<file path="src/rtl/disc_pkg.sv">
// disc_pkg: shared state encoding and default sizes for the discriminator conditioner
package disc_pkg;
  typedef enum logic [1:0] {IDLE, FIRE, DEAD, WAIT_HIGH} state_t;
  localparam int SYNC_STAGES_D = 2;
  localparam int FILT_LEN_D    = 3;
  localparam int DEAD_W_D      = 8;
  localparam int PILEUP_W      = 16;
endpackage

</file>
<file path="src/rtl/disc_chan.sv">
// disc_chan: one discriminator channel (sync, glitch filter, hit FSM, dead time, optional pileup count)
// Ports: clk, rst (async, active-high), en, dead_time, disc_in (raw, active-low),
//        disc_out_n (one-cycle active-low hit pulse), busy (FIRE/DEAD/WAIT_HIGH);
//        with DISC_PILEUP_CNT_EN also pileup_clr and pileup_cnt.
module disc_chan import disc_pkg::*; #(
  parameter int SYNC_STAGES = SYNC_STAGES_D,
  parameter int FILT_LEN    = FILT_LEN_D,
  parameter int DEAD_W      = DEAD_W_D
) (
  input  logic              clk,
  input  logic              rst,
  input  logic              en,
  input  logic [DEAD_W-1:0] dead_time,
  input  logic              disc_in,
  output logic              disc_out_n,
  output logic              busy
`ifdef DISC_PILEUP_CNT_EN
  ,
  input  logic                pileup_clr,
  output logic [PILEUP_W-1:0] pileup_cnt
`endif
);
  logic [SYNC_STAGES-1:0] r_sync;
  logic [FILT_LEN-1:0]    r_hist;
  logic                   r_filt;
  state_t                 r_state;
  logic [DEAD_W-1:0]      r_cnt;
  logic                   r_out_n;
  logic                   r_busy;
  logic                   w_sync;
  logic [FILT_LEN-1:0]    w_hist;
  logic                   w_filt;
  logic                   w_settled;
  assign w_sync = r_sync[SYNC_STAGES-1];
  // The filter decision looks at the history including the sample being shifted in,
  // so the filtered level moves on the same edge the last agreeing sample arrives.
  assign w_hist = (r_hist << 1) | FILT_LEN'(w_sync);
  assign w_filt = &w_hist ? 1'b1 : ~|w_hist ? 1'b0 : r_filt;
  // A channel with a high filtered level may rest in IDLE even while disabled.
  assign w_settled = r_filt && (r_state == IDLE || r_state == WAIT_HIGH);
  always_ff @(posedge clk or posedge rst) begin
    if (rst) begin
      r_sync <= '1;
      r_hist <= '1;
      r_filt <= 1'b1;
    end else begin
      r_sync <= (r_sync << 1) | SYNC_STAGES'(disc_in);
      r_hist <= w_hist;
      r_filt <= w_filt;
    end
  end
  always_ff @(posedge clk or posedge rst) begin
    if (rst) begin
      r_state <= IDLE;
      r_cnt   <= '0;
      r_out_n <= 1'b1;
      r_busy  <= 1'b0;
    end else if (!en) begin
      // Parking a low level in WAIT_HIGH keeps re-enable from firing on a stale hit.
      r_out_n <= 1'b1;
      r_state <= w_settled ? IDLE : WAIT_HIGH;
      r_busy  <= !w_settled;
    end else begin
      case (r_state)
        IDLE: if (!r_filt) begin
          r_state <= FIRE;
          r_out_n <= 1'b0;
          r_busy  <= 1'b1;
        end
        FIRE: begin
          r_out_n <= 1'b1;
          r_cnt   <= dead_time;
          r_state <= (dead_time == '0) ? WAIT_HIGH : DEAD;
        end
        DEAD: begin
          r_cnt <= r_cnt - DEAD_W'(1);
          if (r_cnt == DEAD_W'(1)) r_state <= WAIT_HIGH;
        end
        default: if (r_filt) begin
          r_state <= IDLE;
          r_busy  <= 1'b0;
        end
      endcase
    end
  end
  assign disc_out_n = r_out_n;
  assign busy       = r_busy;
`ifdef DISC_PILEUP_CNT_EN
  logic [PILEUP_W-1:0] r_pileup;
  always_ff @(posedge clk or posedge rst) begin
    if (rst) r_pileup <= '0;
    else if (pileup_clr) r_pileup <= '0;
    else if (r_state == DEAD && r_filt && !w_filt && r_pileup != '1) r_pileup <= r_pileup + PILEUP_W'(1);
  end
  assign pileup_cnt = r_pileup;
`endif
endmodule

</file>
<file path="src/rtl/disc_conditioner.sv">
// disc_conditioner: N_CH independent discriminator conditioning channels
// Ports: clk, rst (async, active-high), en, dead_time, disc_in[N_CH] (raw, active-low),
//        disc_out_n[N_CH] (one-cycle active-low hit pulses), busy[N_CH];
//        with DISC_PILEUP_CNT_EN also pileup_clr and pileup_cnt (16 bits per channel, ch i at [16i+15:16i]).
module disc_conditioner import disc_pkg::*; #(
  parameter int N_CH        = 4,
  parameter int SYNC_STAGES = SYNC_STAGES_D,
  parameter int FILT_LEN    = FILT_LEN_D,
  parameter int DEAD_W      = DEAD_W_D
) (
  input  logic              clk,
  input  logic              rst,
  input  logic              en,
  input  logic [DEAD_W-1:0] dead_time,
  input  logic [N_CH-1:0]   disc_in,
  output logic [N_CH-1:0]   disc_out_n,
  output logic [N_CH-1:0]   busy
`ifdef DISC_PILEUP_CNT_EN
  ,
  input  logic                     pileup_clr,
  output logic [N_CH*PILEUP_W-1:0] pileup_cnt
`endif
);
  for (genvar i = 0; i < N_CH; i++) begin : g_ch
    disc_chan #(
      .SYNC_STAGES(SYNC_STAGES),
      .FILT_LEN   (FILT_LEN),
      .DEAD_W     (DEAD_W)
    ) u_chan (
      .clk       (clk),
      .rst       (rst),
      .en        (en),
      .dead_time (dead_time),
      .disc_in   (disc_in[i]),
      .disc_out_n(disc_out_n[i]),
      .busy      (busy[i])
`ifdef DISC_PILEUP_CNT_EN
      ,
      .pileup_clr(pileup_clr),
      .pileup_cnt(pileup_cnt[i*PILEUP_W +: PILEUP_W])
`endif
    );
  end
endmodule

</file>
<file path="config.mk">
export PLATFORM = sky130hd
export DESIGN_NAME = disc_conditioner
export DESIGN_NICKNAME = d
export VERILOG_FILES = /design/src/rtl/disc_pkg.sv /design/src/rtl/disc_chan.sv /design/src/rtl/disc_conditioner.sv
export SDC_FILE = /design/constraint.sdc
export NUM_CORES = 1
export LEC_CHECK = 0
export BUFFER_PORTS_ARGS = -buffer_cell sky130_fd_sc_hd__buf_2
export CAP_MARGIN = 20
export CORE_ASPECT_RATIO = 1.4
export CORE_MARGIN = 3
export CORE_UTILIZATION = 59
export CTS_BUF_LIST = sky130_fd_sc_hd__clkbuf_16
export DETAILED_ROUTE_END_ITERATION = 12
export PLACE_DENSITY_LB_ADDON = 0.08
export REMOVE_ABC_BUFFERS = 1
export SYNTH_ARGS = -nofsm -noshare
export SYNTH_HDL_FRONTEND = slang
export SYNTH_HIERARCHICAL = 1
export SYNTH_SLANG_ARGS = --single-unit
</file>
<file path="constraint.sdc">
create_clock -name clk -period 2.9 [get_ports clk]
set_input_delay 0.58 -clock clk [delete_from_list [all_inputs] [get_ports clk]]
set_output_delay 0.58 -clock clk [all_outputs]
set_load 0.03 [all_outputs]
</file>
==> After elaboration in Yosys (flattened, before gate mapping) <==
Index checks and enable logic that the tools add are counted.
{ "word_totals": {"ff_bits": 68, "inputBits": 15, "output_inout_bits": 8, "elab_cells": 198} }
{ "classes": {"n_addsub": 4, "n_eq_ne": 44, "mux": 65, "bitwise_logic": 8, "n_reduce_logical": 49} }
{ "ops": {"columns": ["op", "count"], "rows": [
  ["case mux 8 bit (2 select lines)", 4],
  ["two-way mux 2 bit", 20],
  ["AND reduction 3 bit", 12],
  ["equality test 8 x 1 -> 1 bit (second input constant)", 4],
  ["subtractor 8 x 1 -> 8 bit (second input constant)", 4],
  ["two-way mux 1 bit", 29],
  ["inequality test 3 x 1 -> 1 bit (second input constant)", 8],
  ["case mux 2 bit (3 select lines)", 4],
  ["inequality test 5 x 1 -> 1 bit (second input constant)", 4],
  ["equality test 2 bit (second input constant)", 8],
  ["case mux 1 bit (2 select lines)", 8],
  ["AND reduction 2 bit", 8],
  ["inequality test 3 x 2 -> 1 bit (second input constant)", 4],
  ["inequality test 3 bit (second input constant)", 4],
  ["bitwise OR 3 x 1 -> 3 bit", 4],
  ["OR reduction 3 bit", 4],
  ["equality test 2 x 1 -> 1 bit (second input constant)", 4],
  ["logical NOT 2 bit", 4],
  ["logical NOT 8 bit", 1],
  ["inequality test 2 x 1 -> 1 bit (second input constant)", 4],
  ["inequality test 2 bit (second input constant)", 4],
  ["bitwise OR 2 x 1 -> 2 bit", 4],
  ["nonzero test 2 bit", 4],
  ["OR reduction 2 bit", 4],
  ["3 further kinds", 12]
]} }

==> Depth between registers and ports, before layout <==
{ "logic_depth": {"ltp_word": 5, "ltp_mapped": 7, "depth_no_buf": 6} }

==> Hierarchy <==
The synthesis kept the hierarchy.
{ "modules_own_cells": {"columns": ["mod", "instances", "cells_each", "area_each_um2", "seq_area_each_um2"], "rows": [
  ["disc_chan at g_ch[1].u_chan ...", 2, 106, 994.7, 432.9],
  ["disc_chan at g_ch[0].u_chan ...", 2, 107, 988.4, 432.9]
]} }

==> Least setup slack after synthesis <==
Ideal clock, no wire load.
{ "synth_path": {"path_kind": "register to register", "start": "reg g_ch[0].u_chan.r_state[0]", "end": "reg g_ch[0].u_chan.r_state[1]", "setup_time_ps": 125, "t_arrival_ps": 1717, "required_time_ps": 2775, "setup_slack_ps": 1058, "stages_incl_launch_ff": 7, "path_buffers": 0, "period_less_slack_ps": 1842, "cell_sequence": "dfrtp_1 inv_1 ha_1 or4_1 a21oi_1 a31o_2 mux2_4"} }
{ "synth_via": {"elab_chain_len": 5, "word_cells_on_any_way": 13, "cone_classes": "eq/ne: 6; mux: 3; reduce/logical: 4"} }
{ "synth_lines": {"columns": ["element", "line_no", "source"], "rows": [
  ["start, declared", "disc_chan.sv:26", "state_t r_state;"],
  ["start signal, assigned", "disc_chan.sv:61", "r_state <= w_settled ? IDLE : WAIT_HIGH;"],
  ["start signal, assigned", "disc_chan.sv:73", "r_state <= (dead_time == '0) ? WAIT_HIGH : DEAD;"],
  ["equality test 2 bit or logical NOT 2 bit (tied branches)", "disc_chan.sv:40, disc_chan.sv:64", null],
  ["logical OR 1 bit", "disc_chan.sv:40", "assign w_settled = r_filt && (r_state == IDLE || r_state == WAIT_HIGH);"],
  ["logical AND 1 bit", "disc_chan.sv:40", null],
  ["two-way mux 2 bit", "disc_chan.sv:61", null],
  ["two-way mux 2 bit", "disc_chan.sv:58", "end else if (!en) begin"]
]} }
Several ways; a longest one is shown, not always the timed one.
A chain may end at the register's enable or synchronous reset.

==> Worst setup path after layout <==
Same ends and word-level chain as after synthesis.

==> reports/metrics.csv <==
stage;metric;value;unit
finish;final_cell_mix;a21oi_1 (46), dfrtp_1 (44), o21ai_0 (41);
worst_hold_path;hold_depth;1;
setup_path;arrival;2.43;ns
setup_path;r2r-end;g_ch[0].u_chan/r_state[1];
grt;grt_max_degree;25;
timing;finalCriticalPeriod;2.22;ns
pwr;power_frac_comb;0.459;
setup_path;r2r_cells;6;
synthesis;synthFlopType;dfrtp_1;
clocking;cts_buffers;9;
finish;seq_area;1730;um^2
synthesis;syn_area;3970;um^2
finish;n_fill_cell;500;
clocking;post_cts_resize_count;0;
synthesis;yosysWarningCount;6;
synthesis;synth_top_cells_by_area;dfrtp_1 (28%), dfstp_2 (16%), ha_1 (7.6%), a21oi_1 (5.8%), o21ai_0 (5.2%);
timing;post-route-period-util;0.764;
grt;grt_remaining_overflow;0;
route;postRouteAntennaNets;0;
pwr;p_int;2.85;mW
grt;met2_usage;0.395;
pwr;p_sw;2.03;mW
placement;globalplace.congestion;0.865;
placement;pre_cts_slack;0.697;ns
setup_path;r2r_start;g_ch[0].u_chan/r_state[0];
clocking;ctsHoldBuffers;0;
clocking;root_buffer;clkbuf_16;
timing;fin_ws;0.684;ns
synthesis;yosysTopAreaCellShare;0.278;
timing;slew_violations;0;
route;vias;3187;
grt;grt_pass1_wl;14300;um
synthesis;yosysTopAreaCell;dfrtp_1;
route;drt_iter0_drc;177;
grt;grt.busiest_layer;met2;
synthesis;avgSynthCellArea;9.31;um^2
pwr;clkPwrFrac;0.192;
setup_path;worstSetupStartpointType;flop;
floorplan;die_y;103;um
finish;multi_input_area;2040;um^2
worst_hold_path;min_path_type;in2reg;
clocking;htreeDepth;3;
worst_hold_path;whs_endpoint;g_ch[3].u_chan/r_sync[0];
timing;finalSetupViolCount;0;
status;status;finished clean;
pwr;cellPowerDensity;1110;nW/um^2
finish;diodes;0;
grt;grt_pass1_vias;3080;
grt;met3_usage;0.0420;
clocking;clk_pin_slew;0.06;ns
synthesis;synth_edf_count;0;
timing;clock_skew;0.00556;ns
clocking;clk_latency;0.33;ns
floorplan;die_w;75.3;um
clocking;cts_tree;done;
finish;nNetsFinal;485;
route;routed_wl;8410;um
pwr;vdd_drop_max;0.580;mV
timing;fin_setup_tns;0;ns
setup_path;required;3.11;ns
route;drt_first_pass_iters;4;
route;wl_per_cell;16.1;um
pwr;swShare;0.416;
floorplan;fp-row-count;34;
finish;syn_to_final_growth;10.4;%
grt;grt_usage;0.242;
route;drc;0;
worst_hold_path;min_from;disc_in[3];
grt;antenna_found_initial;0;
synthesis;async_flop_share;1.00;
pwr;sequentialPowerShare;0.350;
route;drt-vias-per-instance;6.09;
synthesis;ys_ff_latch;68;
floorplan;io_pins;23;
synthesis;yosysUniqueCellTypes;46;
clocking;cts_max_path_buffers;2;
placement;dp_hpwl;5680;um
setup_path;worstSetupPathType;reg2reg;
setup_path;end_kind;flop;
flow_run;maxCapViolCount;0;
floorplan;core;6380;um^2
pwr;finalPower;4.88;mW
timing;tightest_slew;0.728;ns
timing;fmax;0.451;GHz
setup_path;reg2reg_slack;0.68;ns
timing;slew_headroom;0.515;
synthesis;syn-instance-count;426;
finish;layout_commonest_cell;a21oi_1;
clocking;cts.sinks;68;
floorplan;start_util;0.622;
pwr;power_leakage;1.91;nW
finish;design_area;4380;um^2
synthesis;synth_seq_area_share;0.437;
finish;drive_gt1_frac;0.164;
grt;grt_util_met1;0.301;
setup_path;cp_max_fo;24;
floorplan;die_area;7760;um^2
timing;hold_violations;0;
clocking;cts_setup_buffers;0;
placement;io_buffers;22;
timing;rsz0062_at_grt;no;
placement;placed_cell_area;4120;um^2
-- state kept, by name, indices dropped and copies added (netlist names) --
name and flops:
g_ch.u_chan/r_cnt 32, g_ch.u_chan/r_hist 8, g_ch.u_chan/r_state 8, g_ch.u_chan/r_sync 8
g_ch.u_chan/busy 4, g_ch.u_chan/disc_out_n 4, g_ch.u_chan/r_filt 4
-- power by group through the flow --
stage,clock (mW),sequential [mW],combinational (mW)
2_1_floorplan,0,1.69,1.72
3_3_place_gp,0,1.70,2.17
3_5_place_dp,0,1.71,2.23
4_1_cts,0.956,1.70,2.24
5_1_grt,0.997,1.75,2.55
6_report,0.935,1.71,2.24
-- worst max-delay path: stages, from the launching register on --
cell and delay [ns]:
dfrtp_1 0.37, inv_1 0.09, ha_1 0.45, or4_1 0.58, a21oi_1 0.15, a31o_2 0.16, mux2_4 0.30
-- area by class of cell --
| type | count | share of cell area |
|---|---|---|
| multi-input combinational | 307 | 0.466 |
| sequential | 68 | 0.396 |
| timing repair buffer | 25 | 0.0303 |
| clock inverter | 7 | 0.00657 |
| inverter | 35 | 0.0300 |
| tap | 72 | 0.0206 |
| clock buffer | 9 | 0.0514 |
-- layer usage --
metal	wire, um	up-vias	share of wire
li1	-	1563	-
met1	3770	1541	0.45
met2	4120	61	0.49
met3	283	22	0.034
met4	240	0	0.029
met5	0	-	0
-- cell usage after synthesis, types with 5 or more instances --
cell type	count
o21ai_1	7
nand4_1	5
nand3_1	5
a21oi_1	46
nand2b_1	5
o21ai_0	41
nor3_1	10
nor3b_1	5
o21bai_1	7
nor2b_1	11
a2bb2oi_1	9
clkbuf_1	12
dfstp_2	24
nor2_1	23
dfrtp_1	44
mux2i_1	10
nor4_1	6
ha_1	24
nand2_1	32
inv_1	35
mux2_4	5
a31oi_1	9
-- worst max path at each step --
stage | cells past startpoint | slack [ns] | from | end
after floorplan | 6 | 0.86 | g_ch[0].u_chan/r_state[0] | g_ch[0].u_chan/r_state[1]
after global placement | 6 | 0.76 | g_ch[0].u_chan/r_state[0] | g_ch[0].u_chan/r_state[1]
after detailed placement | 6 | 0.70 | g_ch[0].u_chan/r_state[0] | g_ch[0].u_chan/r_state[1]
after CTS | 6 | 0.69 | g_ch[0].u_chan/r_state[0] | g_ch[0].u_chan/r_state[1]
after global routing | 6 | 0.50 | g_ch[0].u_chan/r_state[0] | g_ch[0].u_chan/r_state[1]
final | 6 | 0.68 | g_ch[0].u_chan/r_state[0] | g_ch[0].u_chan/r_state[1]
-- cells by family after synthesis --
family                   synth area share
multiplexers                       0.0442
AND/OR/NAND/NOR                     0.184
flip-flops                          0.437
adder cells (fa/ha/maj)            0.0757
AO/OA/AOI/OAI                       0.210
buffers and inverters              0.0495
-- stage by stage --
| step | hold WS [ns] | utilization | std cells |
|---|---|---|---|
| global placement | 0.346 | 0.646 | 507 |
| CTS | 0.336 | 0.686 | 523 |
| detailed placement | 0.347 | 0.646 | 507 |
| finish | 0.347 | 0.686 | 523 |
| floorplan | 0.345 | - | 410 |
| global route | 0.335 | 0.686 | 523 |
(Power assumes the default switching activity.)
